`src/rtl/rom_load_sequencer.sv`:
```
// Routes the hps_io ROM download stream into program ROM, graphics ROM and colour PROM,
// pacing writes through a one-entry buffer and holding the core in reset around the load.
module rom_load_sequencer #(
    parameter logic [15:0] PROG_SIZE = 16'h2000,
    parameter logic [15:0] GFX_SIZE  = 16'h0800,
    parameter logic [15:0] PROM_SIZE = 16'h0100,
    parameter int          RST_HOLD  = 16
) (
    input  logic        clk_sys,
    input  logic        reset,
    input  logic        dl_active,
    input  logic        dl_wr,
    input  logic [13:0] dl_addr,
    input  logic [7:0]  dl_data,
    output logic        dl_wait,
    input  logic        tgt_busy,
    output logic        prog_we,
    output logic        gfx_we,
    output logic        prom_we,
    output logic [13:0] wr_addr,
    output logic [7:0]  wr_data,
    output logic        core_reset_n,
    output logic        load_done,
    output logic        load_err,
    output logic [14:0] byte_count
);

    localparam logic [1:0] ST_HOLD  = 2'd0;
    localparam logic [1:0] ST_RUN   = 2'd1;
    localparam logic [1:0] ST_LOAD  = 2'd2;
    localparam logic [1:0] ST_DRAIN = 2'd3;

    localparam logic [1:0] REG_PROG = 2'd0;
    localparam logic [1:0] REG_GFX  = 2'd1;
    localparam logic [1:0] REG_PROM = 2'd2;
    localparam logic [1:0] REG_NONE = 2'd3;

    localparam logic [15:0] GFX_BASE  = PROG_SIZE;
    localparam logic [15:0] PROM_BASE = PROG_SIZE + GFX_SIZE;
    localparam logic [15:0] TOTAL     = PROG_SIZE + GFX_SIZE + PROM_SIZE;
    localparam logic [15:0] HOLD_LAST = 16'(RST_HOLD - 1);

    function automatic logic [1:0] region_of(input logic [13:0] a);
        logic [15:0] a16;
        a16 = {2'b00, a};
        if (a16 < GFX_BASE)       region_of = REG_PROG;
        else if (a16 < PROM_BASE) region_of = REG_GFX;
        else if (a16 < TOTAL)     region_of = REG_PROM;
        else                      region_of = REG_NONE;
    endfunction

    function automatic logic [13:0] rel_addr(input logic [13:0] a);
        logic [15:0] a16;
        a16 = {2'b00, a};
        case (region_of(a))
            REG_PROG: rel_addr = a;
            REG_GFX:  rel_addr = 14'(a16 - GFX_BASE);
            REG_PROM: rel_addr = 14'(a16 - PROM_BASE);
            default:  rel_addr = 14'd0;
        endcase
    endfunction

    function automatic logic [14:0] sat_inc(input logic [14:0] c);
        sat_inc = (c == 15'h7FFF) ? c : c + 15'd1;
    endfunction

    logic [1:0]  state_q,      state_d;
    logic [15:0] hold_cnt_q,   hold_cnt_d;
    logic        dl_active_q,  dl_active_d;
    logic        buf_full_q,   buf_full_d;
    logic [13:0] buf_addr_q,   buf_addr_d;
    logic [7:0]  buf_data_q,   buf_data_d;
    logic [14:0] byte_count_q, byte_count_d;
    logic        load_done_q,  load_done_d;
    logic        load_err_q,   load_err_d;

    logic        drain_now;
    logic        wr_fire;
    logic        dl_rise;
    logic        dl_fall;
    logic        accept;
    logic        drop;
    logic        short_load;
    logic [1:0]  buf_region;

    assign drain_now  = buf_full_q & ~tgt_busy;
    // Gate with reset so a buffered byte is never written while reset is being applied.
    assign wr_fire    = drain_now & ~reset;
    assign buf_region = region_of(buf_addr_q);
    assign dl_rise    = dl_active & ~dl_active_q;
    assign dl_fall    = ~dl_active & dl_active_q;
    assign accept     = (state_q == ST_LOAD) & dl_wr & (~buf_full_q | drain_now);
    assign drop       = (state_q == ST_LOAD) & dl_wr & buf_full_q & ~drain_now;
    assign short_load = ({1'b0, byte_count_q} < TOTAL);

    assign prog_we      = wr_fire & (buf_region == REG_PROG);
    assign gfx_we       = wr_fire & (buf_region == REG_GFX);
    assign prom_we      = wr_fire & (buf_region == REG_PROM);
    assign wr_addr      = rel_addr(buf_addr_q);
    assign wr_data      = buf_data_q;
    assign dl_wait      = buf_full_q & tgt_busy;
    assign core_reset_n = (state_q == ST_RUN);
    assign load_done    = load_done_q;
    assign load_err     = load_err_q;
    assign byte_count   = byte_count_q;

    always_comb begin
        state_d      = state_q;
        hold_cnt_d   = hold_cnt_q;
        dl_active_d  = dl_active;
        buf_full_d   = buf_full_q;
        buf_addr_d   = buf_addr_q;
        buf_data_d   = buf_data_q;
        byte_count_d = byte_count_q;
        load_done_d  = load_done_q;
        load_err_d   = load_err_q;

        if (drain_now) begin
            buf_full_d = 1'b0;
        end
        // A write arriving on the drain cycle refills the buffer with no bubble.
        if (accept) begin
            buf_full_d   = 1'b1;
            buf_addr_d   = dl_addr;
            buf_data_d   = dl_data;
            byte_count_d = sat_inc(byte_count_q);
            if (region_of(dl_addr) == REG_NONE) begin
                load_err_d = 1'b1;
            end
        end
        if (drop) begin
            load_err_d = 1'b1;
        end

        case (state_q)
            ST_HOLD: begin
                hold_cnt_d = hold_cnt_q + 16'd1;
                if (hold_cnt_q >= HOLD_LAST) begin
                    state_d = ST_RUN;
                end
                if (dl_rise) begin
                    state_d      = ST_LOAD;
                    byte_count_d = 15'd0;
                    load_done_d  = 1'b0;
                    load_err_d   = 1'b0;
                end
            end
            ST_RUN: begin
                if (dl_rise) begin
                    state_d      = ST_LOAD;
                    byte_count_d = 15'd0;
                    load_done_d  = 1'b0;
                    load_err_d   = 1'b0;
                end
            end
            ST_LOAD: begin
                if (dl_fall) begin
                    state_d = ST_DRAIN;
                end
            end
            ST_DRAIN: begin
                // Wait for the pending byte to leave before judging the load.
                if (!buf_full_q) begin
                    load_err_d  = load_err_q | short_load;
                    load_done_d = ~(load_err_q | short_load);
                    hold_cnt_d  = 16'd0;
                    state_d     = ST_HOLD;
                end
            end
            default: begin
                state_d = ST_HOLD;
            end
        endcase
    end

    always_ff @(posedge clk_sys) begin
        if (reset) begin
            state_q      <= ST_HOLD;
            hold_cnt_q   <= 16'd0;
            dl_active_q  <= 1'b0;
            buf_full_q   <= 1'b0;
            buf_addr_q   <= 14'd0;
            buf_data_q   <= 8'd0;
            byte_count_q <= 15'd0;
            load_done_q  <= 1'b0;
            load_err_q   <= 1'b0;
        end else begin
            state_q      <= state_d;
            hold_cnt_q   <= hold_cnt_d;
            dl_active_q  <= dl_active_d;
            buf_full_q   <= buf_full_d;
            buf_addr_q   <= buf_addr_d;
            buf_data_q   <= buf_data_d;
            byte_count_q <= byte_count_d;
            load_done_q  <= load_done_d;
            load_err_q   <= load_err_d;
        end
    end

endmodule

```
`config.mk`:
```
export PLATFORM = sky130hd
export DESIGN_NAME = rom_load_sequencer
export DESIGN_NICKNAME = d
export VERILOG_FILES = /design/src/rtl/rom_load_sequencer.sv
export SDC_FILE = /design/constraint.sdc
export NUM_CORES = 1
export LEC_CHECK = 0
export BUFFER_PORTS_ARGS = -buffer_cell sky130_fd_sc_hd__buf_2
export CORE_MARGIN = 3
export CORE_UTILIZATION = 57
export CTS_CLUSTER_SIZE = 24
export DETAILED_ROUTE_END_ITERATION = 16
export GPL_TIMING_DRIVEN = 0
export PLACE_DENSITY = 0.83
export SETUP_SLACK_MARGIN = 0.05
export SYNTH_ARGS = -nofsm -noshare
export SYNTH_HDL_FRONTEND = slang
export SYNTH_SLANG_ARGS = --single-unit
export TNS_END_PERCENT = 1
```
`constraint.sdc`:
```
create_clock -name clk_sys -period 4.75 [get_ports clk_sys]
set_clock_uncertainty 0.15 [all_clocks]
set_input_delay 0.475 -clock clk_sys [delete_from_list [all_inputs] [get_ports clk_sys]]
set_output_delay 0.475 -clock clk_sys [all_outputs]
set_load 0.02 [all_outputs]
```
== Yosys cells after proc, flatten, opt, wreduce, memory -nomap -nowiden ==
Cells that the tools add are included.

* Latch bits: 0
* Memories: 0
* Flip-flop bits (word level): 59
* Memory bits (writable): 0
* ROM bits: 0

* Eq/ne operators: 12
* $mul: 0
* $add $sub $neg: 4
* Bitwise operators: 21
* $lt $le $gt $ge: 8
* Divide/modulo/power cells: 0
* Shifts and indexed selects: 0
* Reduce and logical (&&, ||, !) cells: 9
* Mux-type cells: 31

{| class="wikitable"
|+ Operators by type and width
! cell !! count
|-
| $lt 14x14->1 const B || 6
|-
| $mux 15 || 4
|-
| $pmux 14 s3 || 1
|-
| $pmux 16 s2 || 1
|-
| $sub 14x14->14 const B || 2
|-
| $mux 2 || 10
|-
| $add 16x1->16 const B || 1
|-
| $ge 16x4->1 const B || 1
|-
| $mux 16 || 1
|-
| $add 15x1->15 const B || 1
|-
| $eq 15x15->1 const B || 1
|-
| $lt 15x14->1 const B || 1
|-
| $and 1x1->1 || 12
|-
| $mux 1 || 11
|-
| $eq 2x2->1 const B || 4
|-
| $pmux 2 s4 || 1
|-
| $not 1->1 || 7
|-
| $reduce_bool 2->1 || 3
|-
| $eq 2x1->1 const B || 2
|-
| $logic_not 2->1 || 2
|-
| $ne 2x1->1 const B || 2
|-
| $ne 2x2->1 const B || 2
|-
| $pmux 1 s2 || 2
|-
| $reduce_and 4->1 || 1
|-
| 5 further kinds || 6
|}

== Logic depth before layout (Yosys ltp) ==
Gate-level depths: netlist of run 1.

* Depth in word-level cells: 11
* Gate-level depth with buffers: 8
* Mapped depth without buffers: 7

== Least setup slack after synthesis of run 1 ==
OpenSTA, ideal clock, no wires.

* Kind: flip-flop to flip-flop
* Start point: reg state_q[0]
* End point: reg byte_count_q[5] (netlist: byte_count[5])
* Library setup time: 0.070 ns
* Arrival: 1.835 ns
* Cell stages (with the launch flop): 8
* Required time: 4.530 ns
* Period minus slack after synthesis: 2.055 ns
* Path slack: 2.695 ns
* Cells stage by stage: dfxtp_1 > inv_1 > ha_1 > nand2_2 > or4_1 > buf_2 > or3_1 > a21oi_1

* Word-level cells in the longest chain between the ends: 6

{| class="wikitable"
|+ RTL lines
! item !! line !! text
|-
| from (decl) || 67 || <nowiki>logic [1:0] state_q, state_d;</nowiki>
|-
| from (signal assigned) || 188 || <nowiki>state_q <= state_d;</nowiki>
|-
| $eq 2x2->1 || 92 || <nowiki>assign accept = (state_q == ST_LOAD) & dl_wr & (~buf_full_q | drain_now);</nowiki>
|-
| $and 1x1->1 (2 in a row) || 92 ||
|-
| $mux 15 || 122 || <nowiki>if (accept) begin</nowiki>
|-
| $mux 15 || 141, 149 ||
|-
| $mux 15 * || -- ||
|-
| to (signal assigned) || 194 || <nowiki>byte_count_q <= byte_count_d;</nowiki>
|-
| to (decl) || 73 || <nowiki>logic [14:0] byte_count_q, byte_count_d;</nowiki>
|}

Mark *: on every way between the ends. The rest lies on a longest branch, timed or not.
A chain may end at the register's enable or synchronous reset.

== Worst setup path after layout of run 1 ==
* Start point: reg buf_addr_q[13]
* End point: out wr_addr[1]

* Word-level cells in the longest chain between the ends: 6

{| class="wikitable"
|+ RTL lines
! item !! line !! text
|-
| from (decl) || 71 || <nowiki>logic [13:0] buf_addr_q, buf_addr_d;</nowiki>
|-
| from (signal assigned) || 192 || <nowiki>buf_addr_q <= buf_addr_d;</nowiki>
|-
| $lt 14x14->1 || 48 || <nowiki>else if (a16 < TOTAL) region_of = REG_PROM;</nowiki>
|-
| $mux 1 || 48 ||
|-
| $mux 2 || 47 || <nowiki>else if (a16 < PROM_BASE) region_of = REG_GFX;</nowiki>
|-
| $mux 2 * || 46 || <nowiki>if (a16 < GFX_BASE) region_of = REG_PROG;</nowiki>
|-
| $eq 2x2->1 (tied with other cells) || 55 || <nowiki>case (region_of(a))</nowiki>
|-
| $pmux 14 s3 * || 55 ||
|-
| to (decl) || 20 || <nowiki>output logic [13:0] wr_addr,</nowiki>
|}

Marked as above.

==> metrics.md, run 1 <==
| Metric | Value |
|---|---|
| Run status | complete, no violations |
| Register area share after synthesis | 42.6% |
| Worst setup EP type | output port |
| Layout cell share with drive strength beyond 1 | between 20 and 25% |
| Die area | 0.00574 mm2 |
| TritonCTS clock tree | built |
| DP Worst Slack | about 2.5 ns |
| Gate power share | 24.6% |
| Mapped Avg Cell Area | 8.02 um2 |
| Post-DRT Antenna Nets | 0 |
| Placer Congestion | 0.850 |
| Crit share post-route | 55.7% |
| Max-slew headroom | 54.8% |
| XOR/XNOR share of the synthesized area | about 6.3% |
| Setup TNS | 0 ns |
| Mux cell area share after synthesis | 0.722% |
| Die Y-Extent | around 76 um |
| Distinct cells, synth | 45 |
| CTS Buf Count | 9 |
| Rows | 24 |
| Vias per inst | approximately 5.4 |
| Max-slew violations | 0 |
| Worst min path class | input port to register |
| Post-synth ARST share | 0% |
| Post-Syn Area | approximately 0.0028 mm2 |
| Synth area leader | dfxtp_1 |
| Io pins | 71 |
| Synth Warn # | 0 |
| Synth Area in Compound Gates | 12.8% |
| Initial antenna violation count | 0 |
| Clk Latency, worst-skew pair | 0.34 ns |
| Sequential power share | 40.2% |
| Antenna cells | 0 |
| Worst setup path category | register to output port |
| Multi-input logic area | 0.00150 mm2 |
| Worst-Margin Slew | 0.675 ns |
| Setup ws final | 2.11 ns |
| Nets | 461 |
| Post-Synth Simple-Gate Area | 31.1% |
| Overall fraction of global-route tracks in use | about a quarter |
| Drt drc | 0 |
| Critical Path AT | 2.02 ns |
| Detailed Route WL | about 6500 um |
| Syn Nets | 380 |
| Critical path launch point type | register |
| FF+latch area | 0.00118 mm2 |
| Top FF cell, synth | dfxtp_1 |
| # setup viols final | 0 |
| RSZ-0062 raised after global routing | no |
| IO Port Bufs | 70 |
| Initial DRC count | 131 |
| Pin count of the biggest net entering global routing | 12 |
| Inst Count DP | about 480 |
| FMAX | 0.378 GHz |
| Yosys top cell area share | 42.6% |
| Internal power | 0.000953 W |
| Largest cells by area after synthesis | dfxtp_1 43%, nand2_1 7.7%, a21oi_1 7.0% |
| # Post-CTS Setup Buffers | 0 |
| Main combinational cell family by area after synthesis | simple AND/OR/NAND/NOR gates |
| Total number of vias | 2665 |
| Cts hold-fix bufs | 0 |
| Root Buffer | clkbuf_8 |
| Clock buffer depth | 2 |
| CTS Sinks | 59 |
| Hold Violations, Final | 0 |
| Synth Instances | ~350 |
| Number of flops mapped to enable cells by yosys | 0 |
| Sw Share | 33.0% |
| Clock slew at reported path FFs | 0.07 ns |
| Adder-Cell Fraction of Synth Area | 3.16% |
| Max rail drop VDD | 0.198 mV |
| Initial DRT Pass Iterations | 4 |
| Htree depth | 3 |
| Non-Filler Instances | slightly below 500 |
| Total net switching power | ~0.00047 W |
| Crit Path Max Fanout | 9 |
| Wire length per cell | 13.0 um |
| Min Tclk post-route | 2.64 ns |
| Post_cts resized | 0 |
| DP HPWL | 4600 um |
| Core ar. | 0.00453 mm2 |
| Power per cell area | 416 mW/mm2 |
| Maxcap violations | 0 |
| Initial core utilization | between 60% and 70% |
| Syn-to-layout area delta | 23.4% |
| #FFs+latches synth | 59 |
| Die Wd | between 70 and 80 um |
| Global-route wire length before repair | 10300 um |
| Leakage | 1.41 nW |
| Number of global-route vias before repair | 2329 |
| Total gr overflow | 0 |
| Fill count | 346 |
| Worst Path Required | 4.12 ns |
| Part of the power in the clock network | 35.2% |
[cells by family after synthesis]
logic type	after synthesis
and+or+nand+nor	169
AOI/OAI and AO/OA	65
DFF	59
buffers and inverters	24
xor gates and xnor gates	20
adders and majority gates	7
muxes	2
[layout make-up]
cell class                 count  area share (%)
clock inverter                 7            2.71
buffer                        12            1.35
sequential                    59            34.5
clock buffer                   9            3.62
inverter                      12            1.32
multi-input combinational    263            43.9
tap                           65            2.38
timing repair buffer          70            10.2
[routing by layer]
metal | vias up | wire (um) | track usage (%)
met2 | 92 | 2990 | 38.9
met4 | 0 | 130 | 11.5
met5 | - | 0 | 0
met3 | 17 | 365 | 4.49
li1 | 1347 | - | -
met1 | 1209 | 2970 | 28.9
[critical path: stages (launching register included)]
cell and delay (ns):
dfxtp_1 0.31, clkbuf_1 0.27, o21ai_0 0.22, a31oi_1 0.56, nor2b_1 0.12, buf_2 0.19
[power by group through the flow]
stage / Sequential (W) / Clock (W) / Combinational [W]
global placement: 0.000580 / 0 / 0.000333
global route: 0.000578 / 0.000526 / 0.000396
detailed placement: 0.000582 / 0 / 0.000344
finish: 0.000572 / 0.000501 / 0.000350
CTS: 0.000572 / 0.000507 / 0.000350
floorplan: 0.000587 / 0 / 0.000240
[path summary, 6_finish.rpt]
check | start | to | slack [ns] | cells after the start
hold / removal | dl_data[3] | wr_data[3] | 0.22 | 3
hold reg to reg | buf_addr_q[3] | buf_addr_q[3] | 0.30 | 2
setup reg to reg | state_q[0] | byte_count[13] | 2.40 | 8
setup / recovery | buf_addr_q[13] | wr_addr[1] | 2.11 | 5
[synthesized netlist by cell type (all sizes together) (3+ instances only)]
library cell / number
nand2: 59
nor2b: 11
xnor2: 18
a21oi: 39
dfxtp: 59
inv: 12
nand4: 6
o21ai: 15
nand2b: 4
nor3: 9
and2: 4
or3: 4
nor2: 38
clkbuf: 11
nor4b: 3
nor4: 10
ha: 7
nand3: 12
[per-stage QoR]
step / hold WS, ns / area [um2] / utilization (%) / total power [W]
floorplan: 0.282 / 2770 / - / 0.000828
global placement: 0.288 / 3210 / 70.7 / 0.000914
detailed placement: 0.293 / 3210 / 70.7 / 0.000926
CTS: 0.205 / 3420 / 75.5 / 0.00143
global route: 0.211 / 3420 / 75.5 / 0.00150
finish: 0.216 / 3420 / 75.5 / 0.00142
[cells in the final DEF, fill, tap and decap left out, types with 3 or more instances in the layout]
| cell | synthesis | routed |
|---|---|---|
| xnor2_1 | 18 | 18 |
| clkbuf_8 | 0 | 9 |
| nor2b_1 | 11 | 11 |
| nand2_1 | 57 | 57 |
| a21oi_1 | 39 | 39 |
| or3_1 | 4 | 4 |
| ha_1 | 7 | 7 |
| nand2b_1 | 4 | 4 |
| nor2_1 | 38 | 38 |
| clkbuf_1 | 11 | 11 |
| nor3_1 | 7 | 7 |
| nand3_1 | 12 | 12 |
| nand4_1 | 5 | 5 |
| o21ai_0 | 13 | 13 |
| clkinvlp_4 | 0 | 3 |
| inv_1 | 11 | 11 |
| and2_1 | 4 | 4 |
| dfxtp_1 | 59 | 59 |
| buf_2 | 1 | 71 |
| nor4_1 | 8 | 8 |
[state kept, by name (all words and copies together), names as in the netlist]
name	count
hold_cnt_q	16
byte_count	15
buf_addr_q	14
wr_data	8
state_q	2
buf_full_q	1
dl_active_q	1
load_done	1
load_err	1
Note: power is estimated with default switching activity, not from simulation.
==> run 2, diff against run 1 <==
--- a/config.mk
+++ b/config.mk
@@ -5,13 +5,14 @@
 export SDC_FILE = /design/constraint.sdc
 export NUM_CORES = 1
 export LEC_CHECK = 0
+export ABC_AREA = 1
 export BUFFER_PORTS_ARGS = -buffer_cell sky130_fd_sc_hd__buf_2
 export CORE_MARGIN = 3
-export CORE_UTILIZATION = 57
+export CORE_UTILIZATION = 49
 export CTS_CLUSTER_SIZE = 24
 export DETAILED_ROUTE_END_ITERATION = 16
 export GPL_TIMING_DRIVEN = 0
-export PLACE_DENSITY = 0.83
+export PLACE_DENSITY = 0.74
 export SETUP_SLACK_MARGIN = 0.05
 export SYNTH_ARGS = -nofsm -noshare
 export SYNTH_HDL_FRONTEND = slang
==> constraint.sdc (replaced) <==
create_clock -name clk_sys -period 2.3 [get_ports clk_sys]
set_clock_uncertainty 0.15 [all_clocks]
set_input_delay 0.23 -clock clk_sys [delete_from_list [all_inputs] [get_ports clk_sys]]
set_output_delay 0.23 -clock clk_sys [all_outputs]
set_load 0.02 [all_outputs]
==> run 2 against run 1 <==
  * First-iteration DRC count is 32% lower
  * Die area is 31% higher
  * Synthesized cell count is 33% higher
  * Largest cell class unchanged
  * Critical path type unchanged
  * Sequential share of layout area is 4.0 points lower
  * Critical path depth stayed put
==> metrics.md, run 2 <==
| Metric | Value |
|---|---|
| Final instance area | 0.00387 mm2 (+13%) |
| Internal power | 0.00218 W (+130%) |
| Worst min path class | input port to register |
| Part of the power in the clock network | 29.7% (-5.5 points) |
| Synth Warn # | 0 (unchanged) |
| GR Layer Usage met2 | 35.7% (-3.2 points) |
| Clk Latency, worst-skew pair | 0.33 ns (about the same) |
| # Post-CTS Setup Buffers | 0 (unchanged) |
| Layout cell share with drive strength beyond 1 | 23.3% (+1.1 points) |
| Antenna cells | 0 (unchanged) |
| Vias per inst | 4.99 (-6.9%) |
| Total number of vias | 3115 (+17%) |
| Yosys top cell area share | 37.2% (-5.4 points) |
| Overall fraction of global-route tracks in use | 20.6% (-2.8 points) |
| Hold Violations, Final | 0 (unchanged) |
| Initial antenna violation count | 0 (unchanged) |
| Drt drc | 0 (unchanged) |
| Most common cell after layout, fill and taps aside | nor2_1 |
| Most frequent cells in the layout | 90 x nor2_1, 79 x nand2_1, 74 x buf_2 |
| Max rail drop VDD | 0.586 mV (+200%) |
| Setup TNS | 0 ns (unchanged) |
| DP HPWL | 5680 um (+24%) |
| Pin count of the biggest net entering global routing | 11 (-1) |
| Root Buffer | clkbuf_8 |
| Number of global-route vias before repair | 2953 (+27%) |
| Die area | 0.00749 mm2 (+31%) |
| Die Wd | 86.6 um (+14%) |
| Worst Path Required | 1.92 ns (-2.20 ns) |
| Min Tclk post-route | 1.98 ns |
| IO Port Bufs | 70 (unchanged) |
| # setup viols final | 0 (unchanged) |
| Initial DRC count | 89 (-32%) |
| Biggest register | hold_cnt_q |
| Crit path cell chain | buf_2 > o21ai_0 > nor2_2 > nor2_1 > buf_2 |
| Max-slew headroom | 68.9% (+14 points) |
| Maxcap violations | 0 (unchanged) |
| Wire length per cell | 11.9 um (-8.2%) |
| Htree depth | 3 (unchanged) |
| FMAX | 0.506 GHz |
| Initial core utilization | 52.2% (-9.0 points) |
| Top post-synthesis cells by count | 91 x nor2_1, 79 x nand2_1, 60 x inv_1 |
| Detailed Route WL | 7440 um (+15%) |
| Slowest CP cell | nor2_2 |
| TritonCTS clock tree | built |
| Sw Share | 35.7% (+2.7 points) |
| Total gr overflow | 0 (unchanged) |
| Core ar. | 0.00610 mm2 (+34%) |
| CP max stage delay | 0.33 ns (-0.23 ns) |
| Most common cell on crit path | buf_2 |
| #FFs+latches synth | 59 (unchanged) |
| Io pins | 71 (unchanged) |
| Nets | 579 (+26%) |
| Worst-Margin Slew | 0.461 ns (-0.214 ns) |
| Clock slew at reported path FFs | 0.07 ns (about the same) |
| Global-route wire length before repair | 12500 um (+22%) |
| Worst setup path category | register to output port |
| Sequential power share | 38.1% (-2.1 points) |
| Post-DRT Antenna Nets | 0 (unchanged) |
| RSZ-0062 raised after global routing | no |
| Post-Syn Area | 0.00318 mm2 (+15%) |
| Distinct cells, synth | 35 (-22%) |
| Worst setup EP type | output port |
| Register area share after synthesis | 37.2% (-5.4 points) |
| Clock buffer depth | 2 (unchanged) |
| Placed Area | 0.00362 mm2 (+13%) |
| Leakage | 1.84 nW (+31%) |
| Top FF cell, synth | dfxtp_1 |
| Synth Instances | 461 (+33%) |
| Critical path launch point type | register |
| Met3 GRT Util | 3.90% (-0.59 points) |
| Placer Congestion | 0.854 (+0.46%) |
| Syn Nets | 495 (+30%) |
| Run status | complete, no violations |
| Synth area leader | dfxtp_1 |
| Most Crowded Layer GR | met2 |
| Mapped Avg Cell Area | 6.90 um2 (-14%) |
| Largest cells by area after synthesis | dfxtp_1 37%, nor2_1 11%, nand2_1 9.3% |
| Critical Path AT | 1.60 ns (-0.42 ns) |
| Count leader, synth | nor2_1 |
| Gate power share | 32.3% (+7.7 points) |
| Crit Path Max Fanout | 9 (unchanged) |
| Syn-to-layout area delta | 21.7% |
| Number of flops mapped to enable cells by yosys | 0 (unchanged) |
| GRT met1 Usage | 24.6% (-4.3 points) |
| Die Y-Extent | 86.6 um (+14%) |
| Largest register FFs | 16 (unchanged) |
| CTS Buf Count | 9 (unchanged) |
| Crit share post-route | 86.0% |
| Total net switching power | 0.00121 W (+160%) |
| Post-synth ARST share | 0% (unchanged) |
| Max-slew violations | 0 (unchanged) |
| Rows | 28 (+17%) |
| Power per cell area | 877 mW/mm2 (+110%) |
| Initial DRT Pass Iterations | 5 (+1) |
| CTS Sinks | 59 (unchanged) |
run 2: changes by cell type in the layout (fill, tap and decap cells not counted), sizes merged, moves of 10 or more:
cell / previous run / this run
inv: 12 / 62
nand2: 59 / 89
nand3: 12 / 29
nor2: 38 / 103
nor2b: 11 / 0
nor4: 10 / 0
o21ai: 15 / 39
xnor2: 18 / 1
run 2: final timing paths:
check	to	slack, ns	cells after the start	from
worst max-delay path	wr_addr[7]	0.32	5	buf_addr_q[13]
worst min-delay path	wr_data[1]	0.008	3	dl_data[1]
worst max register to register	buf_addr_q[11]	0.40	8	state_q[0]
worst min register to register	buf_addr_q[1]	0.30	2	buf_addr_q[1]
run 2: cell families (layout without fill, tap and decap cells):
kind of cell	count (synthesis)	count (layout)	share of synthesized area, %
flops	59	59	37.2
fa+ha+maj	7	7	2.75
compound gates	76	76	12.6
buf+inv	73	161	9.21
simple gates	240	240	36.6
xor+xnor	6	6	1.65
run 2: area by class of cell:
type,count,area (um2)
timing repair buffer,73,380
sequential,59,1180
inverter,63,239
clock inverter,1,30.0
multi-input combinational,329,1710
buffer,10,53.8
tap,75,93.8
clock buffer,14,183
fill,592,2230
run 2: repair_timing:
action / 4_1_cts / 5_1_grt
endpoints found under the hold margin: 3 / 0
resized for setup: 0 / 1
hold buffers: 3 / 0
setup endpoints to repair: 0 / 6
run 2: per-layer routing:
metal | vias to the layer above | part of all wire (%)
li1 | 1633 | -
met1 | 1416 | 45
met5 | - | 0
met2 | 54 | 50
met4 | 0 | 1.7
met3 | 12 | 4.0
run 2: power by group through the flow:
stage,clock (W),combinational [W],sequential (W)
2_1_floorplan,0,0.000719,0.00138
3_3_place_gp,0,0.00107,0.00131
3_5_place_dp,0,0.00109,0.00131
4_1_cts,0.00103,0.00110,0.00129
5_1_grt,0.00107,0.00124,0.00132
6_report,0.00101,0.00109,0.00129
run 2: worst max-delay path, delay by kind of cell (launching register included):
kind	cells	cell delay [ns]
flip-flops	1	0.30
AO/OA/AOI/OAI	1	0.22
buffers and inverters	2	0.34
AND/OR/NAND/NOR	2	0.40
run 2: through the flow:
step	power (W)	setup slack, ns	instances	hold WS [ns]	util [%]
after global routing	0.00363	0.152	624	0.0236	63.5
after floorplan	0.00210	0.657	461	0.149	-
after detailed placement	0.00241	0.413	606	0.295	59.4
final	0.00339	0.322	624	0.00785	63.5
after CTS	0.00343	0.206	624	0.000382	63.4
after global placement	0.00237	0.459	606	0.290	59.4
==> run 3, diff against run 2 <==
--- a/config.mk
+++ b/config.mk
@@ -13,6 +13,7 @@
 export DETAILED_ROUTE_END_ITERATION = 16
 export GPL_TIMING_DRIVEN = 0
 export PLACE_DENSITY = 0.74
+export REMOVE_ABC_BUFFERS = 1
 export SETUP_SLACK_MARGIN = 0.05
 export SYNTH_ARGS = -nofsm -noshare
 export SYNTH_HDL_FRONTEND = slang
==> run 3 against run 2 <==
  * Non-clock buffer count down 2
  * Die area is the same
  * Clock power decreased by 4%
  * Global-route usage down 0.60 points
  * Largest power group unchanged
==> metrics.md, run 3 (synthesis gave the netlist of run 2 again) <==
| Metric | Value |
|---|---|
| Run status | complete, no violations |
| Critical Path AT | 2.16 ns (+0.56 ns) |
| Clock buffer depth | 2 (unchanged) |
| Largest register FFs | 16 (unchanged) |
| Worst min path class | input port to register |
| GR Layer Usage met2 | 33.9% (-1.8 points) |
| Initial DRC count | 131 (+47%) |
| Crit path max-delay family | compound AO/OA/AOI/OAI gates |
| CP max stage delay | 0.51 ns (+0.18 ns) |
| Setup ws final | 0.233 ns (-0.0891 ns) |
| Hold Violations, Final | 0 (unchanged) |
| DP HPWL | 5160 um (-9.3%) |
| Critical path launch point type | register |
| Worst Path Buf+Inv | 3 (+1) |
| GRT met1 Usage | 24.4% (-0.18 points) |
| Htree depth | 3 (unchanged) |
| Crit share post-route | 89.9% (+3.9 points) |
| Biggest register | hold_cnt_q |
| Crit path cell chain | inv_1 > ha_1 > nor2_1 > o21ai_1 > buf_4 > inv_1 > o21ai_1 > nor2_1 |
| Maxcap violations | 0 (unchanged) |
| Nets | 577 (-0.35%) |
| Worst setup path category | register to register |
| Worst Path Required | 2.39 ns (+0.47 ns) |
| Post-DRT Antenna Nets | 0 (unchanged) |
| Layout cell share with drive strength beyond 1 | 22.6% (-0.69 points) |
| # Post-CTS Setup Buffers | 0 (unchanged) |
| Die area | 0.00749 mm2 (unchanged) |
| Power per cell area | 855 mW/mm2 (-2.6%) |
| Fill count | 570 (-3.7%) |
| Io pins | 71 (unchanged) |
| Syn-to-layout area delta | 22.3% |
| Worst-Margin Slew | 0.739 ns (+0.278 ns) |
| Total gr overflow | 0 (unchanged) |
| Initial core utilization | 52.2% (unchanged) |
| Die Wd | 86.6 um (unchanged) |
| Antenna cells | 0 (unchanged) |
| Most common cell after layout, fill and taps aside | nor2_1 |
| Clock slew at reported path FFs | 0.08 ns (about the same) |
| FMAX | 0.484 GHz (-4.3%) |
| # setup viols final | 0 (unchanged) |
| Wire length per cell | 11.4 um (-4.7%) |
| Pin count of the biggest net entering global routing | 41 (+30) |
| Die Y-Extent | 86.6 um (unchanged) |
| Vias per inst | 4.91 (-1.5%) |
| Detailed Route WL | 7080 um (-4.9%) |
| Max-slew headroom | 50.7% (-18 points) |
| Core ar. | 0.00610 mm2 (unchanged) |
| Most Crowded Layer GR | met2 |
| Overall Power | 0.00332 W (-2.1%) |
| DP Worst Slack | 0.0710 ns (-0.342 ns) |
| Min Tclk post-route | 2.07 ns (+0.0891 ns) |
| Placer Congestion | 0.852 (-0.23%) |
| Number of global-route vias before repair | 2879 (-2.5%) |
| Worst setup EP type | register |
| IO Port Bufs | 70 (unchanged) |
| Global-route wire length before repair | 12300 um (-1.9%) |
| Drt drc | 0 (unchanged) |
| Initial antenna violation count | 0 (unchanged) |
| Root Buffer | clkbuf_8 |
| Slowest CP cell | o21ai_1 |
| Max-slew violations | 0 (unchanged) |
| Most frequent cells in the layout | 90 x nor2_1, 79 x nand2_1, 70 x buf_2 |
| Overall fraction of global-route tracks in use | 20.0% (-0.60 points) |
| Total number of vias | 3062 (-1.7%) |
| Max rail drop VDD | 0.544 mV (-7.1%) |
| Clk Latency, worst-skew pair | 0.35 ns (+0.02 ns) |
| TritonCTS clock tree | built |
| Crit Path Max Fanout | 7 (-2) |
| Leakage | 1.83 nW (-0.67%) |
| CTS Buf Count | 9 (unchanged) |
| Initial DRT Pass Iterations | 4 (-1) |
| CTS Sinks | 59 (unchanged) |
| RSZ-0062 raised after global routing | yes |
| Rows | 28 (unchanged) |
| Met3 GRT Util | 4.18% (+0.29 points) |
-- run 3: changes by cell type in the layout (fill, tap and decap cells not counted), sizes merged --
cell,delta
clkbuf,-8
dlygate4sd3,+7
buf,-6
clkinv,+3
clkinvlp,+2
inv,+1
-- run 3: final cells by class --
type / count / area, um2 / share of cell area [%]
clock buffers: 9 / 124 / 3.19
flip-flops and latches: 59 / 1180 / 30.4
well taps: 75 / 93.8 / 2.41
multi-input cells: 329 / 1710 / 44.1
clock inverters: 7 / 76.3 / 1.96
inverters: 63 / 241 / 6.21
repair buffers: 81 / 458 / 11.8
-- run 3: worst reg2reg max path: stages (launching register included) --
cell     delay, ns
dfxtp_1       0.33
inv_1         0.13
ha_1          0.26
nor2_1        0.07
o21ai_1       0.51
buf_4         0.27
inv_1         0.11
o21ai_1       0.09
nor2_1        0.05
-- run 3: what timing repair did --
item | in CTS | in global routing
endpoints found under the hold margin | 13 | 0
resized for setup | 0 | 3
hold buffers | 10 | 0
setup endpoints to repair | 0 | 29
-- run 3: routing by layer --
metal | vias to the layer above | share of wire, %
met1 | 1373 | 46
met5 | - | 0
met4 | 0 | 1.8
met2 | 49 | 48
met3 | 15 | 3.7
li1 | 1625 | -
-- run 3: power by group --
group / leakage (nW) / switching (W) / internal (W)
clock network: 0.0958 / 0.000460 / 0.000505
logic: 1.26 / 0.000683 / 0.000377
registers: 0.479 / 0.000119 / 0.00118
total: 1.83 / 0.00126 / 0.00206
-- run 3: final timing paths --
| check | from | end | slack [ns] | cells after the start |
|---|---|---|---|---|
| hold / removal | dl_addr[4] | buf_addr_q[4] | 0.01 | 3 |
| setup reg to reg | state_q[1] | byte_count[1] | 0.23 | 8 |
| setup / recovery | state_q[1] | byte_count[1] | 0.23 | 8 |
| hold reg to reg | buf_addr_q[1] | buf_addr_q[1] | 0.31 | 2 |
-- run 3: metrics by stage --
step           std cells  hold slack, ns  util [%]  instance area, um2  TNS [ns]
6_report             623          0.0103      63.8                3890         0
5_1_grt              623         0.00763      63.8                3890         0
4_1_cts              623         0.00108      63.6                3880         0
3_5_place_dp         597           0.297      58.7                3580         0
3_3_place_gp         596           0.290      58.6                3570     -5.45
2_1_floorplan        451           0.149         -                3130         0
